File: src/rtl/fetch_stage.sv
// ============================================================================
// Module   : fetch_stage
// Brief    : LoongArch32 instruction-fetch stage, producer side of F->D.
// Revision : 1.0
// ============================================================================
`default_nettype none

module fetch_stage #(
    parameter logic [31:0] RESET_PC = 32'h1c000000,
    parameter int          CNT_WID  = 32
) (
    input  logic               clk,
    input  logic               rst,
    input  logic               D_allowin,
    input  logic               DE_valid,
    input  logic               E_allowin,
    input  logic [32:0]        Branch_BUS,
    output logic               FD_valid,
    output logic [32:0]        FD_BUS,
    output logic               inst_sram_en,
    output logic [31:0]        inst_sram_addr,
    output logic [3:0]         inst_sram_we,
    output logic [31:0]        inst_sram_wdata,
    output logic [CNT_WID-1:0] cnt_fetch,
    output logic [CNT_WID-1:0] cnt_redirect,
    output logic [CNT_WID-1:0] cnt_stall
);

    localparam logic [CNT_WID-1:0] C_CNT_MAX = {CNT_WID{1'b1}};

    logic [31:0]        r_pc_f;
    logic [31:0]        r_last_pc;
    logic               r_fs_valid;
    logic [CNT_WID-1:0] r_cnt_fetch;
    logic [CNT_WID-1:0] r_cnt_redirect;
    logic [CNT_WID-1:0] r_cnt_stall;

    logic        w_br_taken;
    logic [31:0] w_br_target;
    logic        w_br_acc;
    logic [31:0] w_fpc;
    logic        w_fd_valid;
    logic        w_fire;
    logic        w_stall;

    assign w_br_taken  = Branch_BUS[32];
    assign w_br_target = Branch_BUS[31:0];
    assign w_br_acc    = w_br_taken & DE_valid & E_allowin & ~rst;
    assign w_fpc       = w_br_acc ? w_br_target : r_pc_f;

    // Outputs are forced to their reset view combinationally so that a reset
    // asserted mid-run is visible in the same cycle, not one edge later.
    assign w_fd_valid  = r_fs_valid & ~rst;
    assign w_fire      = w_fd_valid & D_allowin;
    assign w_stall     = w_fd_valid & ~D_allowin;

    assign FD_valid        = w_fd_valid;
    assign FD_BUS          = rst ? {RESET_PC, 1'b0} : {w_fpc, r_fs_valid};
    assign inst_sram_en    = ~rst;
    // Re-reading last_pc during back-pressure keeps rdata stable for decode.
    assign inst_sram_addr  = w_fire ? w_fpc : r_last_pc;
    assign inst_sram_we    = 4'b0000;
    assign inst_sram_wdata = 32'h0000_0000;

    assign cnt_fetch    = r_cnt_fetch;
    assign cnt_redirect = r_cnt_redirect;
    assign cnt_stall    = r_cnt_stall;

    always_ff @(posedge clk) begin
        if (rst) begin
            r_pc_f         <= RESET_PC;
            r_last_pc      <= RESET_PC;
            r_fs_valid     <= 1'b0;
            r_cnt_fetch    <= '0;
            r_cnt_redirect <= '0;
            r_cnt_stall    <= '0;
        end else begin
            r_fs_valid <= 1'b1;
            if (w_fire) begin
                r_last_pc <= w_fpc;
                r_pc_f    <= w_fpc + 32'd4;
                if (r_cnt_fetch != C_CNT_MAX) begin
                    r_cnt_fetch <= r_cnt_fetch + 1'b1;
                end
            end
            if (w_br_acc && (r_cnt_redirect != C_CNT_MAX)) begin
                r_cnt_redirect <= r_cnt_redirect + 1'b1;
            end
            if (w_stall && (r_cnt_stall != C_CNT_MAX)) begin
                r_cnt_stall <= r_cnt_stall + 1'b1;
            end
        end
    end

endmodule

`default_nettype wire

File: config.mk
export PLATFORM = sky130hd
export DESIGN_NAME = fetch_stage
export DESIGN_NICKNAME = d
export VERILOG_FILES = /design/src/rtl/fetch_stage.sv
export SDC_FILE = /design/constraint.sdc
export NUM_CORES = 1
export LEC_CHECK = 0
export BUFFER_PORTS_ARGS = -buffer_cell sky130_fd_sc_hd__buf_2
export CAP_MARGIN = 20
export CORE_MARGIN = 5
export CORE_UTILIZATION = 42
export CTS_BUF_LIST = sky130_fd_sc_hd__clkbuf_4 sky130_fd_sc_hd__clkbuf_8
export DETAILED_ROUTE_END_ITERATION = 7
export PLACE_DENSITY = 0.69
export SYNTH_ARGS = -nofsm -noshare
export SYNTH_HDL_FRONTEND = slang
export SYNTH_SLANG_ARGS = --single-unit
File: constraint.sdc
create_clock -name clk -period 3.79 [get_ports clk]
set_clock_uncertainty 0.15 [all_clocks]
set_input_delay 0.379 -clock clk [delete_from_list [all_inputs] [get_ports clk]]
set_output_delay 0.379 -clock clk [all_outputs]
set_load 0.1 [all_outputs]
==> impl_results.md, run 1 <==
- Comb power frac: 0.142
- YS warnings: 0
- DRC viols: 0
- Clk slew on worst S/H paths: about 80 ps
- Final net count: about 1400
- Met3 Use GR: 0.0548
- Via-to-Cell Ratio: about 5.5
- Global-route wire length before repair: just over 40000 um
- Synth top area cells: dfxtp_1, nor2_1, xor2_1
- Post-place instance area: a little over 0.01 mm2
- Via count: between 8000 and 9000
- Io pins: 237
- Effective utilization at floorplan: 0.427
- Clock Path Buffers: 2
- CP max FO: 77
- Slew HR: 0.438
- CP Launch Type: input port
- HP Class: in2reg
- Met1 GRT Util: 0.280
- Unrepaired setup endpoints after global routing: false
- Total global routing track utilization: 0.204
- CTS tree: yes
- Period utilisation layout: 0.815
- Buffers on Ports: 200
- Post-synth EDFFs: 0
- Post-synthesis average cell area: between 7 and 8 um2
- Grt met2 use: 0.314
- Max-slew violation total from the final report: 0
- Post-route cell area: 0.0106 mm2
- Post-DP HPWL: about 18000 um
- Worst hold slack: 21.5 ps
- Routability Congestion: about 0.9
- Gr busiest metal: met2
- Slew of the pin with the lowest slew margin: around 820 ps
- P_int: approximately 2.4 mW
- P&R area growth vs syn: 17.5%
- Setup ws final: ~700 ps
- Fmax: about 320 MHz
- Maxcap violations: 0
- Crit Path Class: in2out
- Standard-cell rows: 53
- Synth Register Bits: approximately 160
- Seq/Total Area, Yosys: 0.358
- Sw Ratio: 0.308
- CP endpoint kind: primary output
- Yosys top cell by area: dfxtp_1
- Hold Startpoint: Branch_BUS[0]
- Die height: 156 um
- Clock Latency Late Sink: 460 ps
- Final Hold Fails: 0
- Mapped Area: approximately 0.009 mm2
- Post-CTS setup buffers: 0
- Status: complete, no violations
- Post-DRT Antenna Nets: 0
- Top-count cell post-synth: dfxtp_1
- Setup TNS: 0 ps
- Clk pwr share: 0.371
- Power consumption: 3.51 mW
- Pre-CTS setup slack: 418 ps
- Final min period: ~3000 ps
- Sw Pwr: 1.08 mW
- Sequential share of power: 0.487
- Power per cell area: about 330 mW/mm2
- WL final: 25500 um
- Synth cell types: 73
- Vias in the first global route: slightly above 8000
- CTS H-tree lvls: 4
- Layout cells sized above 1: 0.204
- CP Data Arrival Time: roughly 2600 ps
- CTS root buffer: clkbuf_8
- Dominant synthesized flop cell: dfxtp_1
- Asr flop ratio synth: 0
- CP Data Required Time: between 3000 and 4000 ps
- Post-Syn Instances: roughly 1100
- Wire per inst: ~16 um
- Clk sinks: roughly 160
- Crit. Startpoint: rst
- Synth top area share: 0.358
- Pin count of the biggest net entering global routing: 78
- VDD IR-drop max: roughly 0.00020 V
- 1st-iter DRT viols: around 630
- Initial antenna violation count: 2
- # setup viols final: 0
- DIE AREA: roughly 0.024 mm2
- Core area: between 0.02 and 0.025 mm2
- Die width: roughly 160 um
- TritonRoute pass-1 iters: 5
- CTS resizes: 0
- Total congestion overflow: 0
- Hold_buf cts: 0
- CTS Buf Count: 17
- Reg2Reg Launch Point: r_pc_f[2]$_SDFFE_PP0P_
- Leak: 4.29 nW
- Synth top cells by count: dfxtp_1, nor2_1, nand2_1, nand3_1, nand4_1
layer usage:
metal,part of all wire,up-vias
li1,-,4349
met1,0.45,4168
met2,0.45,345
met3,0.088,35
met4,0.016,2
met5,0.00039,-
layout by cell type (no fill, tap or decap), types with 28 or more instances in the layout:
cell | synthesis | routed
conb_1 | 1 | 36
and2_1 | 37 | 37
mux2i_1 | 28 | 28
a21oi_1 | 50 | 50
nand2_1 | 114 | 114
nand3_1 | 73 | 73
o21ai_1 | 8 | 30
dfxtp_1 | 161 | 161
buf_2 | 9 | 193
nand4_1 | 68 | 68
o21ai_0 | 60 | 38
nor2_1 | 148 | 148
xor2_1 | 59 | 59
worst max-delay path, stage by stage:
cell and delay [ps]:
buf_4 120, and4b_4 430, buf_12 330, mux2i_1 750
o21ai_1 130, buf_2 320
cells by family after synthesis:
kind of cell	count (synthesis)	share of synthesized area
other cells	1	0.000417
compound gates	182	0.126
flops	161	0.358
simple gates	569	0.326
mux	30	0.0337
xor+xnor	86	0.0837
fa+ha+maj	4	0.00556
buf+inv	114	0.0663
path summary, 6_finish.rpt:
check	depth (start not counted)	slack, ps	endpoint
worst max-delay path	6	700	inst_sram_addr[16]
worst min register to register	2	310	r_pc_f[31]$_SDFFE_PP0P_
worst min-delay path	3	20	r_pc_f[0]$_SDFFE_PP0P_
worst max register to register	9	950	r_pc_f[28]$_SDFFE_PP1P_
sequential cells by signal, indices dropped and copies added (netlist names):
signal and cells:
r_pc_f 32, cnt_stall 32, cnt_redirect 32, cnt_fetch 32
r_fs_valid 1, r_last_pc 32
final cells by class:
class | count | area, um2
fillers | 2103 | 10500
multi-input cells | 907 | 5310
flip-flops and latches | 161 | 3220
repair buffers | 216 | 1240
well taps | 275 | 344
clock buffers | 23 | 292
clock inverters | 9 | 108
inverters | 14 | 52.6
diodes | 1 | 2.50
per-stage QoR:
step | instances | utilization
after floorplan | 1182 | -
after global placement | 1573 | 0.482
after detailed placement | 1573 | 0.482
after CTS | 1605 | 0.501
after global routing | 1606 | 0.501
final | 1606 | 0.501
power groups by stage:
| stage | clock, mW | combinational, mW | sequential (mW) |
|---|---|---|---|
| 6_report | 1.30 | 0.498 | 1.71 |
| 5_1_grt | 1.41 | 0.522 | 1.71 |
| 4_1_cts | 1.34 | 0.498 | 1.71 |
| 3_5_place_dp | 0 | 0.497 | 1.75 |
| 3_3_place_gp | 0 | 0.496 | 1.75 |
| 2_1_floorplan | 0 | 0.408 | 1.76 |
Note: power is estimated with default switching activity, not from simulation.
==> run 2, diff against run 1 <==
--- a/config.mk
+++ b/config.mk
@@ -11,7 +11,7 @@
 export CORE_UTILIZATION = 42
 export CTS_BUF_LIST = sky130_fd_sc_hd__clkbuf_4 sky130_fd_sc_hd__clkbuf_8
 export DETAILED_ROUTE_END_ITERATION = 7
-export PLACE_DENSITY = 0.69
+export PLACE_DENSITY = 0.71
 export SYNTH_ARGS = -nofsm -noshare
 export SYNTH_HDL_FRONTEND = slang
 export SYNTH_SLANG_ARGS = --single-unit
==> constraint.sdc (replaced) <==
create_clock -name clk -period 2.5 [get_ports clk]
set_clock_uncertainty 0.15 [all_clocks]
set_input_delay 0.25 -clock clk [delete_from_list [all_inputs] [get_ports clk]]
set_output_delay 0.25 -clock clk [all_outputs]
set_load 0.1 [all_outputs]
==> run 2 against run 1 <==
  * Cell count increased by 5.3%
  * Worst setup slack got worse by 610 ps
  * Routed wire length increased by 5.9%
  * Power is 52% higher
  * First-iteration DRC count rose by 0.16%
==> impl_results.md, run 2 (synthesis results as in run 1) <==
- Unrepaired setup endpoints after global routing: false (unchanged)
- Post-route cell area: 0.0125 mm2 (was 0.0106 mm2)
- Hold Startpoint: Branch_BUS[10] (was Branch_BUS[0])
- Layout cells sized above 1: 0.345 (was 0.204)
- CTS root buffer: clkbuf_8 (unchanged)
- CTS tree: yes (unchanged)
- CP max FO: 43 (was 77)
- 1st-iter DRT viols: 626 (was 625)
- VDD IR-drop max: 0.000285 V (was 0.000196 V)
- Clock Path Buffers: 2 (unchanged)
- Crit. Startpoint: rst (unchanged)
- Effective utilization at floorplan: 0.427 (unchanged)
- Clk slew on worst S/H paths: 90 ps (was 80 ps)
- Most common cell after layout, fill and taps aside: buf_2 (unchanged)
- CP endpoint kind: primary output (unchanged)
- Standard-cell rows: 53 (unchanged)
- Routability Congestion: 0.889 (was 0.887)
- Wire per inst: 16.0 um (was 15.9 um)
- Most frequent cells in the layout: buf_2, nor2_1, nand2_1, dfxtp_1, buf_4 (was buf_2, dfxtp_1, nor2_1, nand2_1, nand3_1)
- CP Data Required Time: 2100 ps (was 3260 ps)
- Reg2Reg Launch Point: r_pc_f[3]$_SDFFE_PP0P_ (was r_pc_f[2]$_SDFFE_PP0P_)
- Power per cell area: 427 mW/mm2 (was 332 mW/mm2)
- Status: complete, no violations (unchanged)
- Via-to-Cell Ratio: 5.50 (was 5.54)
- Global-route wire length before repair: 43000 um (was 41400 um)
- CP Launch Type: input port (unchanged)
- Core area: 0.0211 mm2 (unchanged)
- Final min period: ~2400 ps
- CP Data Arrival Time: 2010 ps (was 2560 ps)
- Buffers on Ports: 200 (unchanged)
- Fmax: between 400 and 500 MHz
- HP Class: in2reg (unchanged)
- Post-DP HPWL: 20000 um (was 18200 um)
- Crit Path Class: in2out (unchanged)
- Slew HR: 0.538 (was 0.438)
- DRC viols: 0 (unchanged)
- Max-slew violation total from the final report: 0 (unchanged)
- Post-DRT Antenna Nets: 0 (unchanged)
- Final net count: 1442 (was 1359)
- Total global routing track utilization: 0.211 (was 0.204)
- Final Hold Fails: 0 (unchanged)
- Post-place instance area: 0.0120 mm2 (was 0.0102 mm2)
- Via count: 9305 (was 8899)
- Setup TNS: 0 ps (unchanged)
- TritonRoute pass-1 iters: 6 (was 5)
- # setup viols final: 0 (unchanged)
- CTS Buf Count: 17 (unchanged)
- Clk sinks: 161 (unchanged)
- WL final: 27000 um (was 25500 um)
- Maxcap violations: 0 (unchanged)
- Die width: 156 um (unchanged)
- DIE AREA: 0.0245 mm2 (unchanged)
- Vias in the first global route: 8605 (was 8135)
- Initial antenna violation count: 3 (was 2)
- Pin count of the biggest net entering global routing: 65 (was 78)
- Leak: 4.95 nW (was 4.29 nW)
- CTS H-tree lvls: 4 (unchanged)
- Hold depth: 4 (was 3)
- Die height: 156 um (unchanged)
- Clock Latency Late Sink: 470 ps (was 460 ps)
- Slew of the pin with the lowest slew margin: 692 ps (was 820 ps)
- Reg2Reg Depth: 10 (was 9)
- Total congestion overflow: 0 (unchanged)
- P&R area growth vs syn: 38.9% (was 17.5%)
- Io pins: 237 (unchanged)
- Period utilisation layout: 0.963
-- run 2: cell types whose count changed in the layout (fill, tap and decap cells not counted), sizes merged --
cell / delta
dlygate4sd3: +10
buf: +73
inv: +7
diode: +2
clkbuf: -5
bufinv: -2
-- run 2: path summary, 6_finish.rpt --
kind,end,slack (ps)
max,inst_sram_addr[5],90
min,r_pc_f[10]$_SDFFE_PP0P_,40
max reg2reg,r_pc_f[26]$_SDFFE_PP1P_,170
min reg2reg,r_pc_f[0]$_SDFFE_PP0P_,310
-- run 2: where the power goes --
group | leakage (nW) | switching [mW] | internal (mW) | total (mW)
registers | 1.34 | 0.0143 | 2.58 | 2.59
clock network | 0.185 | 1.11 | 0.746 | 1.85
logic | 3.43 | 0.684 | 0.213 | 0.897
total | 4.95 | 1.80 | 3.53 | 5.34
-- run 2: final cells by class --
class	instances	area [um2]
Clock inverter	14	121
Antenna cell	3	7.51
Timing Repair Buffer	299	2670
Multi-Input combinational cell	907	5730
Sequential cell	161	3320
Inverter	14	52.6
Fill cell	1869	8590
Clock buffer	18	248
Tap cell	275	344
-- run 2: worst max-delay path: stages --
cell and delay [ps]:
buf_6 70, buf_4 120, buf_4 400, nand3b_1 220, buf_12 160, buf_4 320
nand2_1 150, o21ai_4 100, buf_12 190
-- run 2: stage by stage --
step | instances | util | power (mW) | hold slack [ps] | setup WS, ps
after floorplan | 1182 | - | 3.33 | 219 | -217
after global placement | 1646 | 0.569 | 3.53 | 292 | -140
after detailed placement | 1646 | 0.569 | 3.53 | 297 | -195
after CTS | 1688 | 0.592 | 5.39 | 14.0 | 17.4
after global routing | 1691 | 0.593 | 5.55 | 45.6 | 2.70
final | 1691 | 0.593 | 5.34 | 39.7 | 92.2
-- run 2: timing repair --
action,CTS,global route
resized for setup,3,4
hold endpoints to repair,10,0
hold buffers,10,0
setup buffers,0,0
cloned,0,0
pin swaps,0,0
endpoints found under the setup margin,3,18
-- run 2: metal layers --
metal  wire length [um]  part of all wire  vias to the layer above  global-route usage
met5                  0                 0                        -                   0
met1              11700              0.43                     4379               0.283
li1                   -                 -                     4532                   -
met4                622             0.023                        0              0.0694
met2              12700              0.47                      350               0.343
met3               2020             0.075                       44              0.0412
